File: src/rtl/mod_vga_raster_gen.sv
// Parametrised VGA raster generator: request-side coordinate counters plus a
// delay line that aligns sync/blank/DE with colour from a fixed-latency pixel source.
module mod_vga_raster_gen #(
    parameter int RES_X      = 640,
    parameter int RES_Y      = 480,
    parameter int HFP        = 16,
    parameter int HPULSE     = 96,
    parameter int HBP        = 48,
    parameter int VFP        = 10,
    parameter int VPULSE     = 2,
    parameter int VBP        = 33,
    parameter int HSYNC_POL  = 0,
    parameter int VSYNC_POL  = 0,
    parameter int COLOR_BITS = 1,
    parameter int PIPE_DELAY = 0,
    parameter int COORD_W    = 10
) (
    input  logic                  clk_in_pixel,
    input  logic                  rst_in,
    input  logic [COLOR_BITS-1:0] vga_in_r,
    input  logic [COLOR_BITS-1:0] vga_in_g,
    input  logic [COLOR_BITS-1:0] vga_in_b,
    output logic [COORD_W-1:0]    vga_out_current_x,
    output logic [COORD_W-1:0]    vga_out_current_y,
    output logic                  vga_out_line_start,
    output logic                  vga_out_frame_start,
    output logic [7:0]            vga_out_frame_count,
    output logic [COLOR_BITS-1:0] vga_out_r,
    output logic [COLOR_BITS-1:0] vga_out_g,
    output logic [COLOR_BITS-1:0] vga_out_b,
    output logic                  vga_out_hsync,
    output logic                  vga_out_vsync,
    output logic                  vga_out_de,
    output logic                  vga_out_vblank
);

    localparam int H_TOTAL = RES_X + HFP + HPULSE + HBP;
    localparam int V_TOTAL = RES_Y + VFP + VPULSE + VBP;

    generate
        if (H_TOTAL > (1 << COORD_W) || V_TOTAL > (1 << COORD_W)) begin : g_bad_coord_w
            $error("mod_vga_raster_gen: H_TOTAL/V_TOTAL do not fit in COORD_W bits");
        end
        if (PIPE_DELAY < 0 || PIPE_DELAY > 15) begin : g_bad_pipe_delay
            $error("mod_vga_raster_gen: PIPE_DELAY must be 0..15");
        end
    endgenerate

    // One extra bit so porch ends equal to 2^COORD_W still compare correctly.
    localparam logic [COORD_W:0] H_LAST = (COORD_W+1)'(H_TOTAL - 1);
    localparam logic [COORD_W:0] V_LAST = (COORD_W+1)'(V_TOTAL - 1);
    localparam logic [COORD_W:0] VIS_X  = (COORD_W+1)'(RES_X);
    localparam logic [COORD_W:0] VIS_Y  = (COORD_W+1)'(RES_Y);
    localparam logic [COORD_W:0] HS_BEG = (COORD_W+1)'(RES_X + HFP);
    localparam logic [COORD_W:0] HS_END = (COORD_W+1)'(RES_X + HFP + HPULSE);
    localparam logic [COORD_W:0] VS_BEG = (COORD_W+1)'(RES_Y + VFP);
    localparam logic [COORD_W:0] VS_END = (COORD_W+1)'(RES_Y + VFP + VPULSE);
    localparam logic             HS_ACT = (HSYNC_POL != 0);
    localparam logic             VS_ACT = (VSYNC_POL != 0);

    logic [COORD_W-1:0] x;
    logic [COORD_W-1:0] y;
    logic [7:0]         frame_count;
    logic [COORD_W:0]   x_ext;
    logic [COORD_W:0]   y_ext;
    logic               de_req;
    logic               hs_req;
    logic               vs_req;
    logic               vblank_req;
    logic [3:0]         req_vec;
    logic [3:0]         dly_vec;

    always_ff @(posedge clk_in_pixel) begin
        if (rst_in) begin
            x           <= '0;
            y           <= '0;
            frame_count <= '0;
        end else if (x_ext == H_LAST) begin
            x <= '0;
            if (y_ext == V_LAST) begin
                y           <= '0;
                frame_count <= frame_count + 8'd1;
            end else begin
                y <= y + COORD_W'(1);
            end
        end else begin
            x <= x + COORD_W'(1);
        end
    end

    assign x_ext      = {1'b0, x};
    assign y_ext      = {1'b0, y};
    assign de_req     = (x_ext < VIS_X) && (y_ext < VIS_Y);
    assign hs_req     = (x_ext >= HS_BEG) && (x_ext < HS_END);
    assign vs_req     = (y_ext >= VS_BEG) && (y_ext < VS_END);
    assign vblank_req = (y_ext >= VIS_Y);
    assign req_vec    = {de_req, hs_req, vs_req, vblank_req};

    assign vga_out_current_x   = x;
    assign vga_out_current_y   = y;
    assign vga_out_line_start  = (x == '0);
    assign vga_out_frame_start = (x == '0) && (y == '0);
    assign vga_out_frame_count = frame_count;

    // Stages carry active-high flags; polarity is applied only at the pins.
    generate
        if (PIPE_DELAY == 0) begin : g_no_delay
            assign dly_vec = req_vec;
        end else begin : g_delay
            logic [3:0] stage [PIPE_DELAY];
            always_ff @(posedge clk_in_pixel) begin
                if (rst_in) begin
                    for (int i = 0; i < PIPE_DELAY; i++) stage[i] <= '0;
                end else begin
                    stage[0] <= req_vec;
                    for (int i = 1; i < PIPE_DELAY; i++) stage[i] <= stage[i-1];
                end
            end
            assign dly_vec = stage[PIPE_DELAY-1];
        end
    endgenerate

    always_ff @(posedge clk_in_pixel) begin
        if (rst_in) begin
            vga_out_r      <= '0;
            vga_out_g      <= '0;
            vga_out_b      <= '0;
            vga_out_de     <= 1'b0;
            vga_out_vblank <= 1'b0;
            vga_out_hsync  <= ~HS_ACT;
            vga_out_vsync  <= ~VS_ACT;
        end else begin
            vga_out_r      <= dly_vec[3] ? vga_in_r : '0;
            vga_out_g      <= dly_vec[3] ? vga_in_g : '0;
            vga_out_b      <= dly_vec[3] ? vga_in_b : '0;
            vga_out_de     <= dly_vec[3];
            vga_out_hsync  <= dly_vec[2] ? HS_ACT : ~HS_ACT;
            vga_out_vsync  <= dly_vec[1] ? VS_ACT : ~VS_ACT;
            vga_out_vblank <= dly_vec[0];
        end
    end

endmodule

File: config.mk
export PLATFORM = sky130hd
export DESIGN_NAME = mod_vga_raster_gen
export DESIGN_NICKNAME = d
export VERILOG_FILES = /design/src/rtl/mod_vga_raster_gen.sv
export SDC_FILE = /design/constraint.sdc
export NUM_CORES = 1
export LEC_CHECK = 0
export ABC_CLOCK_PERIOD_IN_PS = 5230
export CORE_ASPECT_RATIO = 0.8
export CORE_MARGIN = 3
export CORE_UTILIZATION = 52
export CTS_CLUSTER_DIAMETER = 120
export DETAILED_ROUTE_END_ITERATION = 7
export PLACE_DENSITY_LB_ADDON = 0.12
export SLEW_MARGIN = 20
export SYNTH_ARGS = -nofsm -noshare
export SYNTH_HDL_FRONTEND = slang
export SYNTH_SLANG_ARGS = --single-unit
File: constraint.sdc
create_clock -name clk_in_pixel -period 5.23 [get_ports clk_in_pixel]
set_clock_uncertainty 0.15 [all_clocks]
set_input_delay 0.7845 -clock clk_in_pixel [delete_from_list [all_inputs] [get_ports clk_in_pixel]]
set_output_delay 0.7845 -clock clk_in_pixel [all_outputs]
set_load 0.01 [all_outputs]
==> run metrics, run 1 <==
max cap viols 0; Netlist cell types 39; grt ovf 0; # clock sinks 35; fin util 0.745; design internal power between 0.4 and 0.5 mW; CTS root buf clkbuf_8; Yosys Warn Count 0; DRC Markers 0; CTS tree done; first-pass iteration count of the detailed router 4; RSZ-0062 raised after global routing no; Startpoint Class flop; CP max FO 7; die width around 70 um; status complete, no violations; initial DRC count ~160; CP Capture Type output port; Nets around 240; cts repair resizes 0; synthesis-to-layout area growth 29.3%; average vias per placed instance 5.91; post-synthesis average cell area approximately 8.8 sq um; Switch Pwr ~0.11 mW; Max Slew Vio Count 0; cell count after synthesis 190; antenna-violating nets left 0; Max Fclk 0.317 GHz; final hold vios 0; Layout Cells excl Fill between 200 and 300; number of global-route vias before repair between 1000 and 1500; largest net degree at the start of global routing 26; hold_buf cts 0; Req. time, crit path between 4 and 5 ns; TritonCTS buffer count 5; Synth Register Bits 35; Worst Hold Class flop to flop; Clock Power Share 0.414; Core Box Area roughly 0.0029 sq mm; sequential element share of the synthesized area 0.418; Placer Congestion between 0.8 and 0.9; I/O pin cnt 42; Leak approximately 0.7 nW; WL final ~4000 um; buffers added on ports 41; placed insts about 260; die area between 0.003 and 0.004 sq mm; Post-CTS Setup Inserts 0; Pwr Density about 240 mW/mm^2; fraction of layout cells with a size suffix above 1 0.0568; Rel. slew slack 0.424; clk slew on worst S/H paths roughly 0.07 ns; total negative slack 0 ns; initial antenna violation count 0; DP HPWL 2830 um; Post-Syn Area around 0.0017 sq mm; syn nets 201; Clock Path Buffers 2; Crit Path Class flop to output port; sw frac 0.217; clk_lat worst skew approximately 0.29 ns; first-pass GRT wire length 6800 um; CP arrival about 2.2 ns; detailed-route wire length per cell 15.0 um; Final min period ~3.2 ns; Sequential Power Share 0.525; row cnt 17; Initial Util 0.576; # H-tree levels 2; ant diodes 0; VDD IR max 0.000208 V; final setup vio count 0; GRT Total Usage 0.215; Final Cycle Share 0.603; Die H roughly 57 um; Worst Max-Slew Pin Slew 0.861 ns; vias around 1600; Logic pwr share 0.061
[synthesized netlist by cell type, drive strengths merged]
library cell | count | area share
nor4b | 1 | 0.0052
o21ai | 8 | 0.024
nand3 | 9 | 0.030
clkbuf | 4 | 0.0097
and4b | 1 | 0.0060
or3 | 8 | 0.034
a21oi | 13 | 0.039
o21ba | 1 | 0.0060
buf | 6 | 0.030
and4 | 2 | 0.010
nand4 | 9 | 0.034
nor4 | 4 | 0.015
xor2 | 5 | 0.026
nor2 | 9 | 0.020
mux2 | 1 | 0.0067
nor2b | 3 | 0.011
o21a | 1 | 0.0045
nor4bb | 1 | 0.0060
o2111ai | 1 | 0.0052
and2 | 6 | 0.022
o41ai | 1 | 0.0052
o21bai | 1 | 0.0045
ha | 6 | 0.045
inv | 6 | 0.013
dfxtp | 35 | 0.42
or4 | 7 | 0.031
and3 | 3 | 0.011
nor3b | 1 | 0.0045
xnor2 | 5 | 0.026
o31ai | 6 | 0.027
nor3 | 13 | 0.042
nand2 | 13 | 0.029
[cell families (layout without fill, tap and decap cells)]
kind of cell,Yosys count,count (layout),share of synthesized area
AOI/OAI and AO/OA,32,32,0.115
muxes,1,1,0.00671
and+or+nand+nor,90,90,0.311
DFF,35,35,0.418
adders and majority gates,6,6,0.0447
xor gates and xnor gates,10,10,0.0522
buffers and inverters,16,55,0.0529
[power by group through the flow]
stage | Clock, mW | Combinational [mW] | Sequential, mW
after detailed placement | 0 | 0.0318 | 0.280
final | 0.216 | 0.0316 | 0.274
after global routing | 0.230 | 0.0347 | 0.274
after floorplan | 0 | 0.0129 | 0.280
after CTS | 0.220 | 0.0319 | 0.274
after global placement | 0 | 0.0308 | 0.279
[through the flow]
| stage | cell area [sq um] | worst slack, ns | power [mW] | hold slack (ns) |
|---|---|---|---|---|
| 5_1_grt | 2170 | 2.01 | 0.539 | 0.386 |
| 6_report | 2170 | 2.07 | 0.521 | 0.337 |
| 2_1_floorplan | 1680 | 3.03 | 0.293 | 0.344 |
| 4_1_cts | 2170 | 2.09 | 0.525 | 0.339 |
| 3_5_place_dp | 2070 | 2.45 | 0.311 | 0.330 |
| 3_3_place_gp | 2070 | 2.54 | 0.310 | 0.311 |
[layer usage]
layer  track usage  wire length, um  share of wire  vias up
met5             0                0              0        -
met4        0.0864               89          0.022        0
met3        0.0769              269          0.067       10
li1              -                -              -      772
met2         0.338             1850           0.46       51
met1         0.267             1800           0.45      744
[flip-flops by register name, summed over array words and instances (netlist names)]
name,count
vga_out_b,1
vga_out_current_x,10
vga_out_current_y,10
vga_out_de,1
vga_out_frame_count,8
vga_out_g,1
vga_out_hsync,1
vga_out_r,1
vga_out_vblank,1
vga_out_vsync,1
[worst max-delay path: stages (launching register included)]
cell             delay (ns)
dfxtp_1                0.37
nor4_1                 0.72
and4_1                 0.30
clkdlybuf4s50_1        0.53
[final timing paths]
kind / cells past startpoint / from / end / slack (ns)
worst max-delay path: 3 / vga_out_current_y[4] / vga_out_frame_start / 2.07
worst min-delay path: 2 / vga_out_frame_count[7] / vga_out_frame_count[7] / 0.34
worst max register to register: 4 / vga_out_current_y[4] / vga_out_current_y[0] / 2.70
worst min register to register: 2 / vga_out_frame_count[7] / vga_out_frame_count[7] / 0.34
[cell usage in the layout (no fill, tap or decap), types with 7 or more instances in the layout]
cell	count
clkdlybuf4s50_1	41
a21oi_1	13
or4_1	7
o21ai_0	8
nand3_1	8
clkbuf_8	7
nand2_1	13
nand4_1	9
nor3_1	12
nor2_1	9
dfxtp_1	35
[area by class of cell]
cell class / instances / area, sq um
Timing Repair Buffer: 41 / 410
Multi-Input combinational cell: 139 / 888
Fill cell: 211 / 744
Inverter: 6 / 22.5
Tap cell: 38 / 47.5
Sequential cell: 35 / 701
Clock buffer: 8 / 100
No activity file was read; power rests on OpenSTA's default activity.
==> run 2, diff against run 1 <==
- ABC_CLOCK_PERIOD_IN_PS: 5230 -> 2900
- CORE_UTILIZATION: 52 -> 44
- clock period: 5.23 -> 2.9 ns (I/O delays scaled with it)
==> run metrics, run 2 (synthesis gave the netlist of run 1 again) <==
DRC Markers 0 (unchanged); # clock sinks 35 (unchanged); first-pass GRT wire length 7070 um (was 6800 um); cts repair resizes 0 (unchanged); most frequent cells in the layout 41 x clkdlybuf4s50_1, 35 x dfxtp_1, 13 x nand2_1, 13 x a21oi_1, 12 x nor3_1 (unchanged); # H-tree levels 2 (unchanged); VDD IR max 0.000296 V (was 0.000208 V); met2 wire len 2070 um (was 1850 um); Worst Max-Slew Pin Slew 0.634 ns (was 0.861 ns); Post-CTS Setup Inserts 0 (unchanged); GRT Total Usage 0.204 (was 0.215); CP Capture Type output port (unchanged); antenna-violating nets left 0 (unchanged); Initial Util 0.474 (was 0.576); post-layout power 0.936 mW (was 0.521 mW); Req. time, crit path 2.32 ns (was 4.30 ns); slowest stage cell, crit path clkdlybuf4s50_1 (was nor4_1); max cap viols 0 (unchanged); synthesis-to-layout area growth 30.9% (was 29.3%); Placer Congestion 0.825 (was 0.820); hold_buf cts 0 (unchanged); grt ovf 0 (unchanged); CTS tree done (unchanged); Final Cycle Share 0.886; ant diodes 0 (unchanged); CP arrival 1.98 ns (was 2.22 ns); first-pass iteration count of the detailed router 4 (unchanged); Leak 0.720 nW (was 0.706 nW); CTS root buf clkbuf_8 (unchanged); WL met3 269 um (unchanged); I/O pin cnt 42 (unchanged); placed cell area 0.00210 sq mm (was 0.00207 sq mm); RSZ-0062 raised after global routing no (unchanged); initial DRC count 66 (was 157); Nets 242 (was 239); Max stage delay on crit path 0.53 ns (was 0.72 ns); Filler cells 296 (was 211); DP HPWL 3130 um (was 2830 um); row cnt 19 (was 17); Startpoint Class flop (unchanged); placed insts 266 (was 259); clk_lat worst skew 0.29 ns (about the same); final setup vio count 0 (unchanged); Max Fclk around 0.4 GHz; die area 0.00459 sq mm (was 0.00395 sq mm); fraction of layout cells with a size suffix above 1 0.0690 (was 0.0568); Die H 61.2 um (was 56.8 um); Crit Path Class flop to output port (unchanged); number of global-route vias before repair 1496 (was 1452); WL met1 1920 um (was 1800 um); Clock Path Buffers 2 (unchanged); vias 1588 (was 1577); Worst path top cell family by delay buffers and inverters (was simple AND/OR/NAND/NOR gates); Layout Cells excl Fill 274 (was 267); die width 75.0 um (was 69.5 um); Worst Hold Class flop to flop (unchanged); Rel. slew slack 0.575 (was 0.424); TritonCTS buffer count 5 (unchanged); Pwr Density 426 mW/mm^2 (was 240 mW/mm^2); CP bufs+invs 2 (was 1); status complete, no violations (unchanged); WL final 4300 um (was 4010 um); uppermost layer routed met4 (unchanged); CP max FO 6 (was 7); buffers added on ports 41 (unchanged); detailed-route wire length per cell 15.7 um (was 15.0 um); largest net degree at the start of global routing 18 (was 26); average vias per placed instance 5.80 (was 5.91); initial antenna violation count 0 (unchanged); Core Box Area 0.00354 sq mm (was 0.00291 sq mm); Max Slew Vio Count 0 (unchanged); Final min period around 2.6 ns; worst reg-to-reg setup slack 0.60 ns (was 2.70 ns); worst hold slack 0.350 ns (was 0.337 ns); cell area after layout 0.00220 sq mm (was 0.00217 sq mm); clk slew on worst S/H paths 0.07 ns (about the same); total negative slack 0 ns (unchanged); most common cell after layout, fill and taps aside clkdlybuf4s50_1 (unchanged); final hold vios 0 (unchanged); cells along the critical path inv_1 > ha_1 > nor2b_1 > and4_1 > clkdlybuf4s50_1 (was nor4_1 > and4_1 > clkdlybuf4s50_1)
-- run 2: final timing paths --
| check | from | to | cells past startpoint |
|---|---|---|---|
| setup / recovery | vga_out_current_y[0] | vga_out_frame_start | 5 |
| hold / removal | vga_out_frame_count[7] | vga_out_frame_count[7] | 2 |
| setup reg to reg | vga_out_current_x[0] | vga_out_current_y[7] | 5 |
| hold reg to reg | vga_out_frame_count[7] | vga_out_frame_count[7] | 2 |
-- run 2: through the flow --
stage / worst slack, ns / utilization
2_1_floorplan: 0.704 / -
3_3_place_gp: 0.668 / 0.592
3_5_place_dp: 0.613 / 0.592
4_1_cts: 0.334 / 0.620
5_1_grt: 0.240 / 0.620
6_report: 0.331 / 0.620
-- run 2: metal layers --
| metal | vias up | global-route usage |
|---|---|---|
| met5 | - | 0 |
| li1 | 775 | - |
| met1 | 748 | 0.269 |
| met3 | 7 | 0.0522 |
| met4 | 0 | 0.0888 |
| met2 | 58 | 0.319 |
-- run 2: layout make-up --
type,instances,area [sq um],area share
inverter,6,22.5,0.0103
tap,42,52.6,0.0239
multi-input combinational,139,888,0.404
clock buffer,8,100,0.0456
sequential,35,701,0.319
timing repair buffer,44,433,0.197
-- run 2: worst reg2reg max path: cells and delay by family (launching register included) --
family / cells / cell delay [ns]
adder cells (fa/ha/maj): 1 / 0.25
AND/OR/NAND/NOR: 3 / 1.26
flip-flops: 1 / 0.42
AO/OA/AOI/OAI: 1 / 0.16
-- run 2: where the power goes --
group | internal [mW] | switching, mW
Clock | 0.216 | 0.165
Combinational | 0.0333 | 0.0268
Sequential | 0.487 | 0.00662
==> run 3, diff against run 2 <==
- GPL_TIMING_DRIVEN: unset -> 0
- RECOVER_POWER: unset -> 25
==> run metrics, run 3 (synthesis gave the netlist of run 1 again) <==
CP max FO 7 (was 6); most common cell after layout, fill and taps aside dfxtp_1 (was clkdlybuf4s50_1); slowest stage cell, crit path nor4_1 (was clkdlybuf4s50_1); # H-tree levels 2 (unchanged); Worst Max-Slew Pin Slew 0.716 ns (was 0.634 ns); status complete, no violations (unchanged); synthesis-to-layout area growth 31.9% (was 30.9%); Worst Hold Class flop to flop (unchanged); grt ovf 0 (unchanged); cells along the critical path nor4_1 > and4_1 > clkdlybuf4s50_1 (was inv_1 > ha_1 > nor2b_1 > and4_1 > clkdlybuf4s50_1); DP HPWL 2910 um (was 3130 um); Clock Path Buffers 2 (unchanged); CTS tree done (unchanged); VDD IR max 0.000274 V (was 0.000296 V); CP arrival 2.14 ns (was 1.98 ns); Placer Congestion 0.856 (was 0.825); buffers added on ports 41 (unchanged); Leak 0.741 nW (was 0.720 nW); Final Cycle Share 0.939 (was 0.886); WL final 3880 um (was 4300 um); Initial Util 0.474 (unchanged); crit path to vga_out_frame_start (unchanged); initial DRC count 80 (was 66); detailed-route wire length per cell 13.9 um (was 15.7 um); Filler cells 308 (was 296); Crit Path Class flop to output port (unchanged); vias 1576 (was 1588); worst hold start vga_out_frame_count[7] (unchanged); DRC Markers 0 (unchanged); row cnt 19 (unchanged); cell area after layout 0.00221 sq mm (was 0.00220 sq mm); die area 0.00459 sq mm (unchanged); largest net degree at the start of global routing 11 (was 18); worst r2r src vga_out_current_x[0] (unchanged); final hold vios 0 (unchanged); worst reg-to-reg setup slack 0.41 ns (was 0.60 ns); I/O pin cnt 42 (unchanged); average vias per placed instance 5.65 (was 5.80); Startpoint Class flop (unchanged); Max Slew Vio Count 0 (unchanged); final setup vio count 0 (unchanged); fraction of layout cells with a size suffix above 1 0.0759 (was 0.0690); Final min period 2.72 ns (was 2.57 ns); Worst setup startpoint vga_out_current_y[4] (was vga_out_current_y[0]); total negative slack 0 ns (unchanged); CP Capture Type output port (unchanged); GRT Total Usage 0.185 (was 0.204); Rel. slew slack 0.522 (was 0.575); number of global-route vias before repair 1402 (was 1496); Die H 61.2 um (unchanged); max cap viols 0 (unchanged); RSZ-0062 raised after global routing no (unchanged); Max Fclk 0.367 GHz (was 0.389 GHz); clk slew on worst S/H paths 0.06 ns (was 0.07 ns); most frequent cells in the layout 35 x dfxtp_1, 30 x clkdlybuf4s50_1, 13 x nand2_1, 13 x a21oi_1, 12 x nor3_1 (was 41 x clkdlybuf4s50_1, 35 x dfxtp_1, 13 x nand2_1, 13 x a21oi_1, 12 x nor3_1); Max stage delay on crit path 0.64 ns (was 0.53 ns); cts repair resizes 0 (unchanged); ant diodes 0 (unchanged); clk_lat worst skew 0.29 ns (about the same); hold_buf cts 0 (unchanged); first-pass GRT wire length 6360 um (was 7070 um); cells on worst reg2reg path 7 (was 5); die width 75.0 um (unchanged); TritonCTS buffer count 5 (unchanged); Reg-to-Reg End vga_out_current_y[2] (was vga_out_current_y[7]); Req. time, crit path 2.32 ns (about the same); Nets 249 (was 242); Post-CTS Setup Inserts 0 (unchanged); Core Box Area 0.00354 sq mm (unchanged); initial antenna violation count 0 (unchanged); antenna-violating nets left 0 (unchanged); placed cell area 0.00214 sq mm (was 0.00210 sq mm); # clock sinks 35 (unchanged); first-pass iteration count of the detailed router 4 (unchanged); CTS root buf clkbuf_8 (unchanged); Pwr Density 393 mW/mm^2 (was 426 mW/mm^2)
## run 3: report_power, final
| part | internal (mW) | switching, mW | total, mW | leakage [nW] |
|---|---|---|---|---|
| logic | 0.0306 | 0.0276 | 0.0582 | 0.420 |
| clock network | 0.160 | 0.159 | 0.319 | 0.0371 |
| registers | 0.487 | 0.00480 | 0.492 | 0.284 |
| total | 0.678 | 0.191 | 0.869 | 0.741 |
## run 3: metal layers
metal	part of all wire	global-route usage	routed length (um)
met1	0.48	0.239	1880
met2	0.45	0.292	1760
met3	0.051	0.0522	199
met4	0.011	0.0812	41
met5	0	0	0
## run 3: worst min path at each step
stage	endpoint	slack (ns)	depth (start not counted)
after global placement	vga_out_frame_count[7]	0.31	2
after floorplan	vga_out_vsync	0.34	1
after global routing	vga_out_frame_count[7]	0.35	2
final	vga_out_frame_count[7]	0.33	2
after CTS	vga_out_frame_count[7]	0.33	2
after detailed placement	vga_out_frame_count[7]	0.32	2
## run 3: critical path: cells and delay by family, from the launching register on
| kind | cells | cell delay [ns] |
|---|---|---|
| AND/OR/NAND/NOR | 2 | 0.95 |
| flip-flops | 1 | 0.37 |
| buffers and inverters | 1 | 0.54 |
## run 3: per-stage QoR
stage / worst slack [ns] / std cells / hold slack, ns / power (mW) / utilization
2_1_floorplan: 0.704 / 190 / 0.344 / 0.529 / -
3_3_place_gp: 0.423 / 273 / 0.310 / 0.562 / 0.604
3_5_place_dp: 0.393 / 273 / 0.324 / 0.563 / 0.604
4_1_cts: 0.165 / 279 / 0.333 / 0.878 / 0.625
5_1_grt: 0.0309 / 279 / 0.354 / 0.900 / 0.625
6_report: 0.178 / 279 / 0.332 / 0.869 / 0.625
## run 3: area by class of cell
class                      instances  area, sq um  share of cell area
tap                               42         52.6              0.0237
multi-input combinational        139          888               0.401
clock buffer                       6         72.6              0.0328
buffer                            10         66.3              0.0300
sequential                        35          701               0.317
timing repair buffer              41          410               0.185
inverter                           6         22.5              0.0102
